===== src/rtl/mult_div_unit_pkg.sv =====
`default_nettype none
// ---------------------------------------------------------------------------
// mult_div_unit_pkg : shared constants and state encoding for mult_div_unit
// Revision: 1.0
// ---------------------------------------------------------------------------
package mult_div_unit_pkg;

  localparam int         c_width      = 32;
  localparam logic [4:0] c_alu_opcode = 5'd0;
  localparam logic [4:0] c_aluop_mul  = 5'd6;
  localparam logic [4:0] c_aluop_div  = 5'd7;

  typedef enum logic [1:0] {
    ST_IDLE = 2'd0,
    ST_RUN  = 2'd1,
    ST_DONE = 2'd2
  } md_state_t;

endpackage
`default_nettype wire


===== src/rtl/mult_div_unit_md_iter_step.sv =====
`default_nettype none
// ---------------------------------------------------------------------------
// md_iter_step : one shift-add (MUL) or restoring trial-subtract (DIV) step
// Revision: 1.0
// ---------------------------------------------------------------------------
module md_iter_step #(
  parameter int WIDTH = 32
) (
  input  logic                 i_is_div,
  input  logic [2*WIDTH-1:0]   i_acc,
  input  logic [WIDTH-1:0]     i_opnd,
  output logic [2*WIDTH-1:0]   o_acc_nxt
);

  logic [WIDTH:0]       w_sum;
  logic [WIDTH:0]       w_diff;
  logic [2*WIDTH-1:0]   w_shl;

  // Upper half holds the partial product / partial remainder.
  assign w_sum  = {1'b0, i_acc[2*WIDTH-1:WIDTH]} + {1'b0, i_opnd};
  assign w_shl  = {i_acc[2*WIDTH-2:0], 1'b0};
  assign w_diff = {1'b0, w_shl[2*WIDTH-1:WIDTH]} - {1'b0, i_opnd};

  always_comb begin
    o_acc_nxt = i_acc;
    if (i_is_div) begin
      o_acc_nxt = w_diff[WIDTH] ? w_shl : {w_diff[WIDTH-1:0], w_shl[WIDTH-1:1], 1'b1};
    end else begin
      o_acc_nxt = i_acc[0] ? {w_sum, i_acc[WIDTH-1:1]} : {1'b0, i_acc[2*WIDTH-1:1]};
    end
  end

endmodule
`default_nettype wire


===== src/rtl/mult_div_unit.sv =====
`default_nettype none
// ---------------------------------------------------------------------------
// mult_div_unit : multi-cycle signed multiply/divide with tagged writeback
// Revision: 1.0
// ---------------------------------------------------------------------------
module mult_div_unit
  import mult_div_unit_pkg::*;
#(
  parameter int WIDTH = c_width,
  parameter int TAG_W = 5,
  parameter int CNT_W = 5
) (
  input  logic             clock,
  input  logic             reset_n,
  input  logic             ctrl_MULT,
  input  logic             ctrl_DIV,
  input  logic [WIDTH-1:0] data_operandA,
  input  logic [WIDTH-1:0] data_operandB,
  input  logic [TAG_W-1:0] tag_in,
  output logic [WIDTH-1:0] data_result,
  output logic             data_exception,
  output logic             data_resultRDY,
  output logic [TAG_W-1:0] tag_out,
  output logic             busy
);

  localparam logic [CNT_W-1:0] c_last = CNT_W'(WIDTH - 1);

  md_state_t            r_state, w_state_nxt;
  logic [4:0]           r_op;
  logic                 r_sign;
  logic [WIDTH-1:0]     r_opnd;
  logic [2*WIDTH-1:0]   r_acc, w_acc_nxt;
  logic [TAG_W-1:0]     r_tag;
  logic [CNT_W-1:0]     r_cnt;
  logic                 w_start, w_accept, w_last, w_is_div;
  logic [WIDTH-1:0]     w_mag_a, w_mag_b;
  logic [2*WIDTH-1:0]   w_prod;
  logic [WIDTH-1:0]     w_quot, w_res;
  logic                 w_exc;

  assign w_start  = ctrl_MULT | ctrl_DIV;
  assign w_accept = w_start && (r_state != ST_RUN);
  assign w_last   = (r_cnt == c_last);
  assign w_is_div = (r_op == c_aluop_div);
  assign w_mag_a  = data_operandA[WIDTH-1] ? -data_operandA : data_operandA;
  assign w_mag_b  = data_operandB[WIDTH-1] ? -data_operandB : data_operandB;
  assign busy     = (r_state == ST_RUN);

  always_ff @(posedge clock or negedge reset_n) begin
    if (!reset_n) r_state <= ST_IDLE;
    else          r_state <= w_state_nxt;
  end

  always_comb begin
    w_state_nxt = r_state;
    case (r_state)
      ST_IDLE: if (w_start) w_state_nxt = ST_RUN;
      ST_RUN:  if (w_last)  w_state_nxt = ST_DONE;
      ST_DONE: w_state_nxt = w_start ? ST_RUN : ST_IDLE;
      default: w_state_nxt = ST_IDLE;
    endcase
  end

  md_iter_step #(.WIDTH(WIDTH)) u_step (
    .i_is_div  (w_is_div),
    .i_acc     (r_acc),
    .i_opnd    (r_opnd),
    .o_acc_nxt (w_acc_nxt)
  );

  // Sign fixup; a quotient magnitude of 2^WIDTH-1 only stays legal when negated.
  always_comb begin
    w_prod = r_sign ? -r_acc : r_acc;
    w_quot = r_sign ? -r_acc[WIDTH-1:0] : r_acc[WIDTH-1:0];
    w_res  = w_prod[WIDTH-1:0];
    w_exc  = ~((&w_prod[2*WIDTH-1:WIDTH-1]) | ~(|w_prod[2*WIDTH-1:WIDTH-1]));
    if (w_is_div) begin
      if (r_opnd == '0) begin
        w_res = '0;
        w_exc = 1'b1;
      end else begin
        w_res = w_quot;
        w_exc = ~r_sign & r_acc[WIDTH-1];
      end
    end
  end

  always_ff @(posedge clock or negedge reset_n) begin
    if (!reset_n) begin
      r_op           <= c_aluop_mul;
      r_sign         <= 1'b0;
      r_opnd         <= '0;
      r_acc          <= '0;
      r_tag          <= '0;
      r_cnt          <= '0;
      data_result    <= '0;
      data_exception <= 1'b0;
      data_resultRDY <= 1'b0;
      tag_out        <= '0;
    end else begin
      data_resultRDY <= (r_state == ST_DONE);
      if (r_state == ST_DONE) begin
        data_result    <= w_res;
        data_exception <= w_exc;
        tag_out        <= r_tag;
      end
      if (w_accept) begin
        r_op   <= ctrl_MULT ? c_aluop_mul : c_aluop_div;
        r_sign <= data_operandA[WIDTH-1] ^ data_operandB[WIDTH-1];
        r_opnd <= w_mag_b;
        r_acc  <= {{WIDTH{1'b0}}, w_mag_a};
        r_tag  <= tag_in;
        r_cnt  <= '0;
      end else if (r_state == ST_RUN) begin
        r_acc  <= w_acc_nxt;
        r_cnt  <= r_cnt + CNT_W'(1);
      end
    end
  end

endmodule
`default_nettype wire


===== config.mk =====
export PLATFORM = sky130hd
export DESIGN_NAME = mult_div_unit
export DESIGN_NICKNAME = d
export VERILOG_FILES = /design/src/rtl/mult_div_unit_pkg.sv /design/src/rtl/mult_div_unit_md_iter_step.sv /design/src/rtl/mult_div_unit.sv
export SDC_FILE = /design/constraint.sdc
export NUM_CORES = 1
export LEC_CHECK = 0
export BUFFER_PORTS_ARGS = -buffer_cell sky130_fd_sc_hd__buf_4
export CORE_MARGIN = 8
export CORE_UTILIZATION = 26
export DETAILED_ROUTE_END_ITERATION = 7
export GPL_ROUTABILITY_DRIVEN = 0
export PLACE_DENSITY_LB_ADDON = 0.3
export SLEW_MARGIN = 0
export SYNTH_ARGS = -nofsm -noshare
export SYNTH_HDL_FRONTEND = slang
export SYNTH_HIERARCHICAL = 1
export SYNTH_SLANG_ARGS = --single-unit

===== constraint.sdc =====
create_clock -name clock -period 3.2 [get_ports clock]
set_input_delay 0.8 -clock clock [delete_from_list [all_inputs] [get_ports clock]]
set_output_delay 0.8 -clock clock [all_outputs]
set_load 0.05 [all_outputs]

==> flow_metrics.env <==
export IMPL_clkTransAtPathRegs_ns=0.07
export IMPL_max_freq_mhz=286.9
export IMPL_ant_nets=0
export IMPL_grt_max_degree=107
export IMPL_switching_power_mw=11.28
export IMPL_status="finished, violations left"
export IMPL_drt_wl_total_um=48960
export IMPL_power_density_nw_per_um2=1283
export IMPL_seq_area_frac_synth_pct=27.09
export IMPL_port_buffers=112
export IMPL_fillers=5369
export IMPL_dieArea_sq_um=60560
export IMPL_clockBufferDepth=2
export IMPL_drc=0
export IMPL_dr_first_iter_drc_count=1033
export IMPL_regArea_sq_um=3741
export IMPL_async_reset_ff_share_pct=100.0
export IMPL_antenna_found_initial=1
export IMPL_crit_path_start_kind="flip-flop"
export IMPL_die_h_um=246.1
export IMPL_htreeDepth=4
export IMPL_finalHoldViolCount=0
export IMPL_synth_avg_cell_area_sq_um=8.003
export IMPL_mostFrequentLayoutCells="buf_4 (390), nand2_1 (236), o21ai_0 (157)"
export IMPL_area_growth_pct=34.12
export IMPL_endpoint_kind="flip-flop"
export IMPL_rsz0062_at_grt="true"
export IMPL_grt_usage_pct=15.71
export IMPL_root_buffer="clkbuf_16"
export IMPL_worstPathRequired_ns=3.55
export IMPL_critPathMaxFanout=5
export IMPL_ys_warn_count=6
export IMPL_layout_nets=2188
export IMPL_gr_total_overflow=0
export IMPL_skew_ns=0.01392
export IMPL_power_switching_share_pct=47.59
export IMPL_clock_sinks=149
export IMPL_die_x_um=246.1
export IMPL_grt_pass1_wl_um=77020
export IMPL_rows=84
export IMPL_ys_ff_latch=149
export IMPL_synthesis_area_sq_um=13760
export IMPL_hold_path_class="in -> async"
export IMPL_synth_ff_type="dfrtp_1"
export IMPL_route_vias_total=14140
export IMPL_crit_type="reg -> reg"
export IMPL_power_clock_fraction_pct=8.9
export IMPL_drt_vias_per_instance=5.152
export IMPL_seqPwrFrac_pct=15.4
export IMPL_cts_tree="built"
export IMPL_crit_arrival_ns=3.84
export IMPL_maxSlewHeadroom_pct=20.78
export IMPL_post_route_period_util_pct=108.9
export IMPL_violations="negative setup slack"
export IMPL_drive_gt1_share_pct=28.63
export IMPL_worst_pin_slew_ns=1.188
export IMPL_synth_edf_count=0
export IMPL_io_pins=113
export IMPL_place_ws_ns=-0.3525
export IMPL_yosys_cell_types_count=93
export IMPL_synth_nets=1864
export IMPL_syn_inst=1720
export IMPL_dr_pass1_iters=5
export IMPL_p_leak_nw=8.170
export IMPL_power_frac_comb_pct=75.7
export IMPL_place_area_sq_um=17200
export IMPL_grt_pass1_vias=14040
export IMPL_insertion_delay_ns=0.46
export IMPL_internal_power_mw=12.42
export IMPL_setup_ws_ns=-0.2860
export IMPL_multiInputGateArea_sq_um=9742
export IMPL_finalSetupViolations=32
export IMPL_core_sq_um=52450
export IMPL_final_common_cell="buf_4"
export IMPL_peakVddDrop_v=0.0006813
export IMPL_final_area_sq_um=18460
export IMPL_start_util_pct=26.25
export IMPL_dp_final_hpwl_um=37940
export IMPL_finalMaxSlewViolations=0
export IMPL_drt_wirelength_per_cell_um=17.83
export IMPL_cts_buffers=17
export IMPL_max_cap_violations=0
export IMPL_min_period_ns=3.486
export IMPL_diodes=0
-- state kept, by name, summed over array words and instances, names as in the netlist --
signal and flops:
data_exception 1, data_result 32, data_resultRDY 1, r_acc 64, r_cnt 5, r_op 1
r_opnd 32, r_sign 1, r_state 2, r_tag 5, tag_out 5
-- logic make-up after synthesis --
family                   count (synthesis)  share of synthesized area, %
flip-flops                             149                         27.09
multiplexers                            47                         3.691
XOR/XNOR                               171                         10.88
AND/OR/NAND/NOR                        582                         20.72
buffers and inverters                  164                         5.209
AO/OA/AOI/OAI                          536                         25.85
adder cells (fa/ha/maj)                 71                         6.563
-- power by group through the flow --
stage                     Clock, mW  Sequential (mW)  Combinational [mW]
final                          2.11             3.64                17.9
after CTS                      2.16             3.62                17.0
after global placement            0             3.61                16.3
after floorplan                   0             3.65                10.5
after global routing           2.24             3.75                19.6
after detailed placement          0             3.63                16.4
-- cells in the mapped netlist (all sizes together), types with 22 or more instances --
cell    count  area share [%]
xor2      126             8.0
a21o       33             1.8
a31oi      31             1.6
nor2       88             2.4
inv        55             1.5
nor2b      22             1.0
o21ai     168             6.2
clkbuf     88             2.9
nand2     249             6.8
or4        23             1.3
a22o       34             2.2
ha         69             6.3
xnor2      45             2.9
a21oi     106             3.9
nand3      31             1.1
or3        34             1.6
dfrtp     149              27
o31ai      37             2.1
nor3       29             1.1
mux2       30             2.5
-- worst paths after layout --
kind                            slack, ns  cells past startpoint              to       from
worst min-delay path                 0.31                      1  data_result[0]    reset_n
worst min register to register       0.47                      2      tag_out[0]   r_tag[0]
worst max-delay path                -0.29                      9  data_exception  r_acc[14]
min in group clock                   0.47                      2      tag_out[0]   r_tag[0]
worst max register to register      -0.29                      9  data_exception  r_acc[14]
max in group asynchronous            2.12                      2       r_opnd[1]    reset_n
-- through the flow --
stage / hold slack (ns) / TNS (ns) / instances / util (%) / power [mW]
floorplan: 0.4383 / -0.08559 / 1720 / - / 14.17
global placement: 0.4483 / -2.086 / 2689 / 32.79 / 19.90
detailed placement: 0.4613 / -3.582 / 2689 / 32.79 / 20.07
CTS: 0.3098 / -0.4737 / 2737 / 34.60 / 22.82
global route: 0.3346 / -7.644 / 2745 / 35.20 / 25.57
finish: 0.3128 / -2.746 / 2745 / 35.20 / 23.69
-- critical path, stage by stage, from the launching register on --
cell and delay (ns):
dfrtp_1 0.38, or4_4 0.53, or4b_4 0.55, or3_4 0.39
or3b_4 0.43, xor2_2 0.15, a31oi_2 0.15, nor4bb_4 0.38
a41oi_1 0.16, o221a_2 0.25
-- layer usage --
layer / global-route usage, % / vias to the layer above / wire length (um)
met3: 2.881 / 77 / 2364
li1: - / 6915 / -
met5: 0 / - / 10
met2: 25.47 / 356 / 23100
met1: 20.66 / 6793 / 22130
met4: 5.645 / 2 / 1349
-- repair_timing --
| item | CTS | global route |
|---|---|---|
| setup endpoints to repair | 33 | 34 |
| setup buffers | 16 | 5 |
| cloned | 0 | 4 |
| gates resized for setup | 41 | 45 |
| pin swaps | 11 | 31 |
| hold buffers | 0 | 0 |
-- final cells by class --
type,count,area share [%]
clock buffers,17,2.304
clock inverters,15,0.9963
inverters,57,1.159
multi-input cells,1407,52.77
flip-flops and latches,149,20.26
well taps,688,4.663
repair buffers,412,17.84
(Power assumes the default switching activity.)
